### src/rtl/neuron_mac.sv
// neuron_mac: multiply-accumulate stage for one neuron.
// Accepts INPUT_MAX activation/weight beats plus one bias beat over a
// valid/ready handshake, accumulates at full precision, then rescales,
// saturates and holds one WORD_SIZE result behind a valid/ready output.
// Optional build macro: NEURON_MAC_RELU_EN clamps negative results to 0.
module neuron_mac #(
    parameter int WORD_SIZE = 16,
    parameter int N_SIZE    = 8,
    parameter int INPUT_MAX = 10
) (
    input  logic                             clk_i,
    input  logic                             reset_n_i,
    input  logic                             start_i,
    input  logic                             valid_i,
    output logic                             ready_o,
    input  logic [WORD_SIZE-1:0]             data_i,
    input  logic [WORD_SIZE-1:0]             weight_i,
    output logic [$clog2(INPUT_MAX+1)-1:0]   weight_addr_o,
    output logic                             valid_o,
    input  logic                             ready_i,
    output logic [WORD_SIZE-1:0]             data_o
);

    localparam int AW    = $clog2(INPUT_MAX + 1);
    localparam int PW    = 2 * WORD_SIZE;
    // Headroom for INPUT_MAX full-scale products plus the bias term.
    localparam int ACC_W = PW + $clog2(INPUT_MAX + 2);

    localparam logic [AW-1:0] LAST_IDX = AW'(INPUT_MAX);

    localparam logic [1:0] eIDLE  = 2'd0;
    localparam logic [1:0] eACCUM = 2'd1;
    localparam logic [1:0] eDONE  = 2'd2;

    localparam logic signed [ACC_W-1:0] SAT_MAX =
        {{(ACC_W-WORD_SIZE+1){1'b0}}, {(WORD_SIZE-1){1'b1}}};
    localparam logic signed [ACC_W-1:0] SAT_MIN =
        {{(ACC_W-WORD_SIZE+1){1'b1}}, {(WORD_SIZE-1){1'b0}}};

    // Clamp a rescaled accumulator value into the signed word range.
    function automatic logic signed [WORD_SIZE-1:0] saturate(
        input logic signed [ACC_W-1:0] v
    );
        if (v > SAT_MAX)
            return SAT_MAX[WORD_SIZE-1:0];
        else if (v < SAT_MIN)
            return SAT_MIN[WORD_SIZE-1:0];
        else
            return v[WORD_SIZE-1:0];
    endfunction

    // Final activation applied to the saturated word.
    function automatic logic signed [WORD_SIZE-1:0] activate(
        input logic signed [WORD_SIZE-1:0] v
    );
`ifdef NEURON_MAC_RELU_EN
        if (v[WORD_SIZE-1])
            return '0;
        else
            return v;
`else
        return v;
`endif
    endfunction

    logic [1:0]                     state_q, state_d;
    logic [AW-1:0]                  count_q, count_d;
    logic signed [ACC_W-1:0]        acc_q, acc_d;
    logic                           valid_q, valid_d;
    logic signed [WORD_SIZE-1:0]    data_q, data_d;

    logic signed [WORD_SIZE-1:0]    act_s;
    logic signed [WORD_SIZE-1:0]    wgt_s;
    logic signed [PW-1:0]           prod;
    logic signed [ACC_W-1:0]        prod_ext;
    logic signed [ACC_W-1:0]        bias_ext;
    logic signed [ACC_W-1:0]        acc_total;
    logic signed [ACC_W-1:0]        acc_scaled;

    assign act_s      = data_i;
    assign wgt_s      = weight_i;
    assign prod       = act_s * wgt_s;
    assign prod_ext   = {{(ACC_W-PW){prod[PW-1]}}, prod};
    // Bias is a Q-format word; align it to the product's 2*N_SIZE fraction.
    assign bias_ext   = {{(ACC_W-WORD_SIZE){wgt_s[WORD_SIZE-1]}}, wgt_s} <<< N_SIZE;
    assign acc_total  = acc_q + bias_ext;
    // Arithmetic shift truncates toward minus infinity.
    assign acc_scaled = acc_total >>> N_SIZE;

    // Next-state and datapath update for the IDLE/ACCUM/DONE sequence.
    always_comb begin
        state_d = state_q;
        count_d = count_q;
        acc_d   = acc_q;
        valid_d = valid_q;
        data_d  = data_q;
        case (state_q)
            eIDLE: begin
                if (start_i) begin
                    acc_d   = '0;
                    count_d = '0;
                    state_d = eACCUM;
                end
            end
            eACCUM: begin
                if (valid_i) begin
                    if (count_q == LAST_IDX) begin
                        acc_d   = acc_total;
                        data_d  = activate(saturate(acc_scaled));
                        valid_d = 1'b1;
                        count_d = '0;
                        state_d = eDONE;
                    end else begin
                        acc_d   = acc_q + prod_ext;
                        count_d = count_q + 1'b1;
                    end
                end
            end
            eDONE: begin
                if (ready_i) begin
                    valid_d = 1'b0;
                    state_d = eIDLE;
                end
            end
            default: begin
                state_d = eIDLE;
                count_d = '0;
                valid_d = 1'b0;
            end
        endcase
    end

    // State registers; reset abandons any partial sum immediately.
    always_ff @(posedge clk_i or negedge reset_n_i) begin
        if (!reset_n_i) begin
            state_q <= eIDLE;
            count_q <= '0;
            acc_q   <= '0;
            valid_q <= 1'b0;
            data_q  <= '0;
        end else begin
            state_q <= state_d;
            count_q <= count_d;
            acc_q   <= acc_d;
            valid_q <= valid_d;
            data_q  <= data_d;
        end
    end

    assign ready_o       = (state_q == eACCUM);
    assign weight_addr_o = count_q;
    assign valid_o       = valid_q;
    assign data_o        = data_q;

endmodule

### config.mk
export PLATFORM = sky130hd
export DESIGN_NAME = neuron_mac
export DESIGN_NICKNAME = d
export VERILOG_FILES = /design/src/rtl/neuron_mac.sv
export SDC_FILE = /design/constraint.sdc
export NUM_CORES = 1
export LEC_CHECK = 0
export CAP_MARGIN = 20
export CORE_MARGIN = 5
export CORE_UTILIZATION = 50
export DETAILED_ROUTE_END_ITERATION = 10
export GPL_ROUTABILITY_DRIVEN = 0
export GPL_TIMING_DRIVEN = 0
export PLACE_DENSITY = 0.73
export RECOVER_POWER = 50
export SETUP_SLACK_MARGIN = 0.05
export SYNTH_ARGS = -nofsm -noshare
export SYNTH_HDL_FRONTEND = slang
export SYNTH_SLANG_ARGS = --single-unit
export TNS_END_PERCENT = 20
### constraint.sdc
create_clock -name clk_i -period 7 [get_ports clk_i]
set_input_delay 1.4 -clock clk_i [delete_from_list [all_inputs] [get_ports clk_i]]
set_output_delay 1.4 -clock clk_i [all_outputs]
set_load 0.005 [all_outputs]
==> results, run 1 <==
- The run finished, with violations left.
- The checks that failed: max-capacitance violations, max-slew violations, negative setup slack.
- The setup path with the least slack is of type in2reg.
- Setup repair after global routing could not meet its margin everywhere.
- Once layout is complete, the utilization of the core stands at 0.616.
- For this configuration, the core starts out at a cell density of 0.508.
- The count of vias placed by the detailed router is 12400.
- The fraction of the mapped netlist area in compound gates came to 0.101.
- The library cells used most frequently in the layout, excluding fill and tap cells, are 382 x sky130_fd_sc_hd__inv_1, 303 x sky130_fd_sc_hd__fa_1, 185 x sky130_fd_sc_hd__nand2_1.
- The antenna diode instance count is 0.
- The remaining routing DRC violations is 0.
- Across the routed clock network, the largest skew measured is 0.00840 ns.
- The number of nets in the synthesized netlist is 2227.
- The layout overhead on the synthesized area is 21.2%.
- The longest clock path from root to sink contains 2 buffers.
- The worst min-delay path class is reg2reg.
- The number of placement rows is 64.
- In this run the tightest slew margin relative to its limit is -0.428.
- In this run, the number of DRC markers left after iteration 0 of detailed routing was 820.
- The minimum clock period is 7.25 ns.
- The count of flip-flops with a built-in enable after synthesis is 0.
- After layout, the worst setup slack is -0.247 ns.
- The element type at the critical path end is a register.
- Measured along the y axis, the die boundary spans 187 µm.
- The via count of the first global-routing pass is 13300.
- Setup violations remaining at the end of the flow were counted as 8.
- The mean cell area of the mapped netlist is 8.99 µm².
- In the synthesized netlist the dominant register cell turns out to be sky130_fd_sc_hd__dfrtp_1.
- Of the total synthesized cell area, the portion taken by XOR and XNOR cells is 0.0352.
- In the synthesized netlist the async set-or-reset flop fraction comes to 1.00.
- After clock tree synthesis, the clock-pin slew on the worst setup and hold paths is 0.05 ns.
- The maximum clock frequency is 138 MHz.
- The deepest level of the CTS H-tree is 3.
- The critical path data required time is 7.18 ns.
- The transition at the pin with the smallest max-transition slack is 2.14 ns.
- The remaining global-route overflow is 0.
- Port buffering added 58 buffers.
- The flip-flop and latch count after synthesis is 59.
- The share of final-layout standard cells stronger than drive strength 1 is 0.154.
- In this run, distinct cell masters in the synthesized netlist total 66.
- For this run, the number of Yosys warnings is 0.
- The largest fanout of any net on the critical path is 5.
- The full die area is 34900 µm².
- The number of failing hold endpoints at the final stage is 0.
- For this run, the register share of the synthesized area comes to 0.0945.
- In this run the remaining antenna-violating nets after routing total 0.
- Summed over all nets, the half-perimeter wirelength after detailed placement is 34.8 mm.
- The wire length reported by the detailed router is 43.8 mm.
- Entering global routing, the biggest net connects 40 pins.
- The number of detailed-routing iterations run before antenna repair is 5.
- The data arrival time of the critical path is 7.42 ns.
- The portion of synthesized area spent on multiplexers is 0.00384.
- The startpoint kind of the worst setup timing path is an input pin.
- The cell area that synthesis handed to floorplanning was 15600 µm².
- The floorplan step set the die width to 187 µm.
- The I/O pin total is 59.
- The core region is 30700 µm².
- Counting every instance in the synthesized netlist gives 1739.
- TritonCTS built the clock tree.
- The per-cell via count in the routed design is 5.41.
- The count of final max-slew check failures came to 40.
- The latest clock arrival within the worst-skew pair is 0.33 ns.
- The wire length of the first global-routing pass is 72.1 mm.
- For this run, the post-layout net count is 2385.
- The initial antenna violation count is 1.
- Of the total synthesized cell area, the portion taken by full adders, half adders and majority gates is 0.512.
- The final period utilization is 1.04.
- The reported max-cap violation count is 1.
- The combinational family with the most area after synthesis is adder cells.
- The library cell used most frequently in the layout, excluding fill and tap cells, is sky130_fd_sc_hd__inv_1.
- Of the total synthesized cell area, the portion taken by AND, OR, NAND and NOR gates is 0.142.
- The total global-route track usage is 0.257.
- In this run the clock root is driven by a sky130_fd_sc_hd__clkbuf_16.
- After detailed routing, the average wire length per cell comes to 19.1 µm.
- Counting the buffers created by CTS gives 9.
- The number of hold buffers added after CTS was 0.
- The total clock sinks is 59.
stage by stage:
stage | TNS, ns | std cells | setup WS [ns] | hold WS [ns] | instance area, µm²
after floorplan | 0 | 1739 | 0.0258 | 0.456 | 15900
after global placement | -31.85 | 2193 | -1.83 | 0.484 | 17000
after detailed placement | -31.94 | 2194 | -1.79 | 0.478 | 17000
after CTS | -0.417 | 2278 | -0.219 | 0.498 | 18700
after global routing | -2.78 | 2297 | -0.408 | 0.507 | 18900
final | -0.752 | 2297 | -0.247 | 0.505 | 18900
registers in the layout, indices dropped and copies added (netlist names):
name and flops:
acc_q 36, data_o 16, state_q 2, valid_o 1
weight_addr_o 4
metal layers:
metal,vias up,track usage,part of all wire
li1,5654,-,-
met1,6222,0.361,0.43
met2,456,0.419,0.47
met3,95,0.0419,0.068
met4,2,0.0700,0.031
met5,-,0,0.00016
worst max-delay path, cell delays in order:
cell                        delay (ns)
sky130_fd_sc_hd__buf_12           0.09
sky130_fd_sc_hd__clkbuf_16        0.14
sky130_fd_sc_hd__buf_6            0.10
sky130_fd_sc_hd__buf_6            0.09
sky130_fd_sc_hd__nand2_2          0.04
sky130_fd_sc_hd__fa_1             0.49
sky130_fd_sc_hd__inv_2            0.05
sky130_fd_sc_hd__fa_1             0.55
sky130_fd_sc_hd__fa_1             0.46
sky130_fd_sc_hd__fa_2             0.53
sky130_fd_sc_hd__fa_1             0.57
sky130_fd_sc_hd__inv_2            0.04
sky130_fd_sc_hd__fa_1             0.51
sky130_fd_sc_hd__inv_2            0.05
sky130_fd_sc_hd__ha_4             0.28
sky130_fd_sc_hd__nand2_2          0.05
sky130_fd_sc_hd__nor2_2           0.13
sky130_fd_sc_hd__nand2_2          0.08
sky130_fd_sc_hd__o311ai_4         0.33
sky130_fd_sc_hd__o211ai_1         0.14
sky130_fd_sc_hd__buf_4            0.16
sky130_fd_sc_hd__a21oi_4          0.15
sky130_fd_sc_hd__a41oi_2          0.13
sky130_fd_sc_hd__a21oi_2          0.23
sky130_fd_sc_hd__buf_4            0.15
sky130_fd_sc_hd__a21oi_4          0.06
sky130_fd_sc_hd__xnor2_2          0.25
sky130_fd_sc_hd__o221ai_2         0.14
cell usage after synthesis, drive strengths merged (11+ instances only):
cell type | n | area, µm²
fa | 315 | 6310
a21oi | 83 | 427
nor3 | 12 | 60.1
nand2 | 196 | 736
clkbuf | 50 | 188
inv | 407 | 1530
ha | 136 | 1700
xor2 | 23 | 201
xnor2 | 39 | 349
dfrtp | 59 | 1480
and2 | 124 | 776
o21ai | 64 | 328
a21o | 25 | 188
o21bai | 11 | 86.3
nor2 | 60 | 225
area by class of cell:
type | instances | area (µm²)
fill | 2556 | 11800
multi-input combinational | 1219 | 12900
timing repair buffer | 147 | 1480
buffer | 54 | 800
sequential | 59 | 1480
clock buffer | 10 | 229
clock inverter | 5 | 31.3
inverter | 407 | 1540
tap | 396 | 495
final timing paths:
| path | from | endpoint | cells past startpoint | slack, ns |
|---|---|---|---|---|
| min reg2reg | data_o[8] | data_o[8] | 2 | 0.50 |
| min | data_o[8] | data_o[8] | 2 | 0.50 |
| max reg2reg | acc_q[15] | acc_q[35] | 22 | 1.39 |
| min in group asynchronous | reset_n_i | acc_q[34] | 1 | 1.26 |
| max in group asynchronous | reset_n_i | acc_q[14] | 2 | 3.18 |
| max | data_i[7] | acc_q[35] | 28 | -0.25 |
what timing repair did:
| item | in CTS | in global routing |
|---|---|---|
| gates cloned | 0 | 3 |
| endpoints found under the setup margin | 27 | 15 |
| setup buffers | 69 | 16 |
| gates resized for setup | 375 | 49 |
| pin swaps | 75 | 47 |
cell families after synthesis:
logic type | count (synthesis)
buffers and inverters | 461
and+or+nand+nor | 453
DFF | 59
AOI/OAI and AO/OA | 247
muxes | 6
xor gates and xnor gates | 62
adders and majority gates | 451
Power of run 1 is left out: the tool's default activity adds up to more than one toggle a clock period on the data nets, which glitch-free logic cannot reach.
==> run 2, diff against run 1 <==
Settings changed: GPL_TIMING_DRIVEN 0 to not set.
==> results, run 2 (same netlist as run 1, synthesis figures left out) <==
- The iteration-0 DRC count of the detailed router is 781.
- The count of final setup violators is 10.
- The die height is 187 µm.
- The first TritonRoute pass finished after 6 iterations.
- In the final design database the tool counted 2482 nets.
- Buffers inserted during clock tree synthesis total 9.
- The class of the most critical setup path is in2reg.
- Counting along the longest clock path gives a buffer depth of 2.
- The count of vias placed by the detailed router is 12900.
- The commonest non-fill, non-tap cell in the layout is sky130_fd_sc_hd__inv_1.
- The starting density of the core is 0.508.
- 59 I/O pins were placed.
- In the final layout, the share of cells above drive strength 1 is 0.209.
- The flow ran to the end, but the final reports show violations.
- After floorplanning, the core was sized to cover 30700 µm².
- The clock arrives with 0.00685 ns of skew.
- The count of final max-slew check failures was 60.
- The first global-routing pass estimated 69.1 mm of wire.
- Setup repair after global routing could not meet its margin everywhere.
- The count of cells in the finished layout, fillers not included, comes to 2394.
- The minimum clock period is 7.28 ns.
- By instance count, the cell type seen most on the critical path is sky130_fd_sc_hd__fa_1.
- The later pin in the worst-skew pair is clocked with a latency of 0.34 ns.
- Headroom to the max-slew limit came out at -1.09.
- The maximum clock frequency is 137 MHz.
- The layout overhead on the synthesized area is 24.0%.
- The number of nets with antenna violations after routing is 0.
- The via count of the first global-routing pass is 13900.
- The largest fanout of any net on the critical path is 8.
- The final design utilization is 0.630.
- The number of placement rows is 64.
- The cell with the largest stage delay on the worst path is sky130_fd_sc_hd__fa_2.
- The total overflow left after global routing is 0.
- Setup slack on the critical path of the routed design comes to -0.277 ns.
- The reported max-cap violation count is 1.
- The placed wire-length estimate is 33.8 mm.
- The top cell types in the final layout, fill and taps aside, are 383 x sky130_fd_sc_hd__inv_1, 302 x sky130_fd_sc_hd__fa_1, 188 x sky130_fd_sc_hd__buf_4.
- Walking the worst path, the cells encountered are clkdlybuf4s15_1, buf_6, and2_1, fa_1, inv_1, fa_2, fa_1, inv_2, fa_2, fa_1, inv_2, fa_1, inv_2, ha_4, and3_4, nand2_4, o311ai_4, o211ai_1, a21oi_2, a41oi_2, a21oi_2, nand4_1, mux2i_1, a221o_1.
- For the worst setup path, the data required time is 7.22 ns.
- Counting every sink on the clock net gives 59.
- The worst setup path is captured at a register.
- The register with the most flip-flops in the layout has 36 of them.
- For this run, the total global-route usage over all layers was measured as 0.240.
- At the worst endpoint, the arrival time is 7.50 ns.
- The full die area is 34900 µm².
- Along the worst hold path, the cell count comes to 2.
- After clock tree synthesis, the clock-pin slew on the worst setup and hold paths is 0.05 ns.
- The worst register-to-register path has a depth of 20.
- The per-cell via count in the routed design is 5.38.
- The final sum of negative setup slack is -1.29 ns.
- The average wire length per cell after detail routing is 17.4 µm.
- In the finished design, the share of the clock period the worst path needs comes to 1.04.
- CTS built an H-tree with a depth of 3.
- The final layout contains routed wiring with a total length of 41.6 mm.
- After detailed routing, the number of remaining DRC violations is 0.
- The library cell used as clock root buffer is sky130_fd_sc_hd__clkbuf_16.
- The final reports fail on max-capacitance violations, max-slew violations, negative setup slack.
- In this run the horizontal extent of the chip is 187 µm.
- The antenna diode instance count is 0.
- The worst setup path is launched from an input pin.
- TritonCTS built the clock tree.
- The largest single stage delay on the critical path is 0.59 ns.
- The kind of cell with the highest combined delay along the critical path is adder cells.
- Entering global routing, the biggest net connects 60 pins.
- The cell count after placement is 2322.
- The transition at the pin with the smallest max-transition slack is 3.13 ns.
- Port buffering added 58 buffers.
- The number of buffers and inverters on the critical path is 6.
- The total non-filler cell area in the finished layout is 19400 µm².
- The number of failing hold endpoints at the final stage is 0.
- The placed instances occupy a cell area of 18200 µm².
- The logic depth of the worst setup path including buffers is 24.
- The worst min-delay path class is reg2reg.
- The most flop-heavy register is acc_q.
- The initial antenna violation count was 1.
[run 2: cell count changes in the layout (fill, tap and decap cells not counted), moves of 5 or more]
cell                        before  now
sky130_fd_sc_hd__buf_6          19   39
sky130_fd_sc_hd__clkbuf_1       23    2
sky130_fd_sc_hd__buf_4          78  188
sky130_fd_sc_hd__and2_4         13   24
sky130_fd_sc_hd__clkbuf_16      33    9
sky130_fd_sc_hd__o21ai_0        43   38
sky130_fd_sc_hd__buf_2           1   12
sky130_fd_sc_hd__and2_1        111  100
sky130_fd_sc_hd__buf_8          10    0
[run 2: timing repair]
item	CTS	global route
gates cloned	3	0
pin swaps	64	46
setup endpoints to repair	18	18
buffers inserted	38	17
hold buffers	0	0
resized for setup	179	74
[run 2: final cells by class]
| class | count | area, µm² |
|---|---|---|
| Fill cell | 2488 | 11400 |
| Multi-Input combinational cell | 1219 | 12900 |
| Timing Repair Buffer | 298 | 2680 |
| Clock buffer | 10 | 229 |
| Tap cell | 396 | 495 |
| Sequential cell | 59 | 1480 |
| Clock inverter | 5 | 78.8 |
| Inverter | 407 | 1530 |
[run 2: final timing paths]
path	start	to	slack, ns
max	data_i[11]	acc_q[33]	-0.28
min	data_o[15]	data_o[15]	0.50
max reg2reg	acc_q[15]	acc_q[33]	1.35
min reg2reg	data_o[15]	data_o[15]	0.50
max in group asynchronous	reset_n_i	data_o[14]	3.01
min in group asynchronous	reset_n_i	acc_q[34]	2.18
[run 2: metrics by stage]
stage,setup WS (ns),hold WS [ns]
after floorplan,0.0258,0.456
after global placement,-0.932,0.482
after detailed placement,-0.972,0.488
after CTS,-0.205,0.510
after global routing,-0.393,0.538
final,-0.277,0.505
[run 2: metal layers]
metal	vias up	routed length (µm)	GRT usage
li1	5856	-	-
met1	6455	18100	0.336
met2	455	19800	0.393
met3	107	2430	0.0361
met4	2	1220	0.0714
met5	-	13	0
[run 2: worst reg2reg max path: stages (launching register included)]
cell and delay, ns:
sky130_fd_sc_hd__dfrtp_1 0.40, sky130_fd_sc_hd__inv_1 0.10, sky130_fd_sc_hd__fa_1 0.50, sky130_fd_sc_hd__inv_1 0.06
sky130_fd_sc_hd__fa_1 0.57, sky130_fd_sc_hd__fa_1 0.47, sky130_fd_sc_hd__fa_1 0.57, sky130_fd_sc_hd__inv_2 0.05
sky130_fd_sc_hd__fa_1 0.49, sky130_fd_sc_hd__inv_2 0.05, sky130_fd_sc_hd__ha_4 0.26, sky130_fd_sc_hd__and3_4 0.20
sky130_fd_sc_hd__nand2_4 0.06, sky130_fd_sc_hd__o311ai_4 0.32, sky130_fd_sc_hd__o211ai_1 0.20, sky130_fd_sc_hd__a21oi_2 0.22
sky130_fd_sc_hd__a41oi_2 0.15, sky130_fd_sc_hd__a21oi_2 0.24, sky130_fd_sc_hd__nand4_1 0.14, sky130_fd_sc_hd__mux2i_1 0.15
sky130_fd_sc_hd__a221o_1 0.32
Power of run 2 is left out for the same reason.
==> run 3, diff against run 2 <==
Settings changed: CORE_MARGIN 5 to not set.
==> results, run 3 (same netlist as run 1, synthesis figures left out) <==
- The count of vias placed by the detailed router is 13000.
- The final design utilization is 0.638.
- The total clock sinks is 59.
- During placement, the flow inserted port buffers numbering 58.
- The most flop-heavy register is acc_q.
- TritonCTS built the clock tree.
- Across all register-to-register paths, the minimum setup slack is 1.41 ns.
- By instance count, the cell type seen most on the critical path is sky130_fd_sc_hd__fa_1.
- The iteration-0 DRC count of the detailed router is 932.
- The setup path with the least slack is of type in2reg.
- Setup repair after global routing could not meet its margin everywhere.
- The count of nets left with antenna violations once routing finished came out at 0.
- After detailed routing, the average wire length per cell comes to 17.6 µm.
- The worst reg2reg path depth is 25.
- The maximum clock frequency is 139 MHz.
- Clock tree synthesis selected as its root buffer the cell sky130_fd_sc_hd__clkbuf_16.
- The starting density of the core is 0.510.
- The run finished, with violations left.
- The smallest clock period supported by the final layout is computed as 7.21 ns.
- The startpoint of the worst hold path is acc_q[5].
- In this run the critical register-to-register path is captured at acc_q[31].
- The register with the most flip-flops in the layout has 36 of them.
- For hold timing, the worst endpoint is acc_q[5].
- The placed wire-length estimate is 33.6 mm.
- Measured along the x axis, the die boundary spans 179 µm.
- The remaining global-route overflow is 0.
- The number of placement rows is 64.
- The per-cell via count in the routed design is 5.40.
- The commonest non-fill, non-tap cell in the layout is sky130_fd_sc_hd__inv_1.
- The total non-filler cell area in the finished layout is 19600 µm².
- The clock tree synthesis step divided the H-tree into 3 levels.
- Compared with the post-synthesis result, the final layout area differs by 25.1%.
- Buffers inserted during clock tree synthesis total 9.
- The via count of the first global-routing pass came to 13800.
- STA puts the critical path data arrival time at 7.43 ns.
- The top cell types in the final layout, fill and taps aside, are 378 x sky130_fd_sc_hd__inv_1, 303 x sky130_fd_sc_hd__fa_1, 194 x sky130_fd_sc_hd__buf_4.
- The peak per-stage delay on the critical path is 0.57 ns.
- The wire length reported by the detailed router is 42.4 mm.
- The number of failing hold endpoints at the final stage is 0.
- The initial antenna violation count is 1.
- The CTS clock-pin slew for the worst setup and hold paths is 0.06 ns.
- Among cell families on the critical path, the largest total delay comes from adder cells.
- The worst slew margin relative to its limit is -1.10.
- Of all nets on the critical path, the largest fanout is 4.
- The number of instances on the worst hold path is 2.
- Entering global routing, the biggest net connects 60 pins.
- The total global-route track usage is 0.283.
- The tightest hold path in the finished design has a slack of 0.496 ns.
- Counting along the longest clock path gives a buffer depth of 2.
- The count of final max-slew check failures is 60.
- 0 antenna diodes ended up in the layout.
- The worst setup slack after layout is -0.206 ns.
- The full die area is 32000 µm².
- At the later pin of the worst-skew pair, clock insertion delay measures 0.34 ns.
- Clock skew on the completed layout was measured at 0.00785 ns.
- The die height is 179 µm.
- The worst setup path is launched from an input pin.
- The total area inside the core boundary comes to 30700 µm².
- The critical path data required time is 7.22 ns.
- The cell with the largest stage delay on the worst path is sky130_fd_sc_hd__fa_1.
- The I/O pin total is 59.
- Of the available clock period, the critical path in the final layout requires 1.03.
- The worst min-delay path class is reg2reg.
- The standard cell area after detailed placement is 18200 µm².
- The final reports fail on max-capacitance violations, max-slew violations, negative setup slack.
- The share of final-layout standard cells stronger than drive strength 1 is 0.220.
- The critical path contains buffers and inverters numbering 9 combined.
- Setup violations remaining at the end of the flow were counted as 9.
- The number of nets in the layout is 2493.
- The worst setup path is captured at a register.
- Setup total negative slack on the finished layout was measured at -1.35 ns.
- The reported max-cap violation count is 1.
- After detailed routing, the number of remaining DRC violations is 0.
- The transition at the pin with the smallest max-transition slack is 3.15 ns.
- The wire length of the first global-routing pass is 70.3 mm.
- The number of detailed-routing iterations run before antenna repair is 5.
- The startpoint identified for the worst register-to-register timing path is acc_q[3].
-- run 3: repair_timing --
action                     in CTS  in global routing
resized for setup             221                 75
setup buffers                  49                 13
hold buffers                    0                  0
setup endpoints to repair      19                 18
pin swaps                      97                 46
cloned                          6                  0
-- run 3: worst min-delay path, stage by stage, from the launching register on --
cell	delay, ns
sky130_fd_sc_hd__dfrtp_1	0.34
sky130_fd_sc_hd__nand2_1	0.05
sky130_fd_sc_hd__o21ai_0	0.06
-- run 3: worst max path at each step --
stage                            from        end  slack, ns  cells after the start
after detailed placement   data_i[15]  acc_q[34]      -1.02                     26
after floorplan             data_i[1]  acc_q[21]       0.03                     23
final                     weight_i[2]  acc_q[33]      -0.21                     27
after CTS                   data_i[9]  acc_q[33]      -0.20                     26
after global placement     data_i[15]  acc_q[34]      -0.98                     26
after global routing      weight_i[4]  acc_q[34]      -0.38                     27
-- run 3: cell type report --
class	count	area [µm²]
Fill cell	2429	11100
Inverter	407	1530
Sequential cell	59	1480
Timing Repair Buffer	309	2780
Clock inverter	7	125
Clock buffer	9	225
Tap cell	396	495
Multi-Input combinational cell	1219	12900
-- run 3: metal layers --
layer	track usage	part of all wire	up-vias
li1	-	-	5882
met4	0.0713	0.030	2
met3	0.0409	0.067	114
met5	0	0.00028	-
met2	0.470	0.48	522
met1	0.388	0.42	6482
-- run 3: metrics by stage --
| stage | std cells | worst slack [ns] |
|---|---|---|
| 2_1_floorplan | 1739 | 0.0258 |
| 3_3_place_gp | 2327 | -0.979 |
| 3_5_place_dp | 2327 | -1.02 |
| 4_1_cts | 2396 | -0.205 |
| 5_1_grt | 2406 | -0.384 |
| 6_report | 2406 | -0.206 |
Power of run 3 is left out for the same reason.
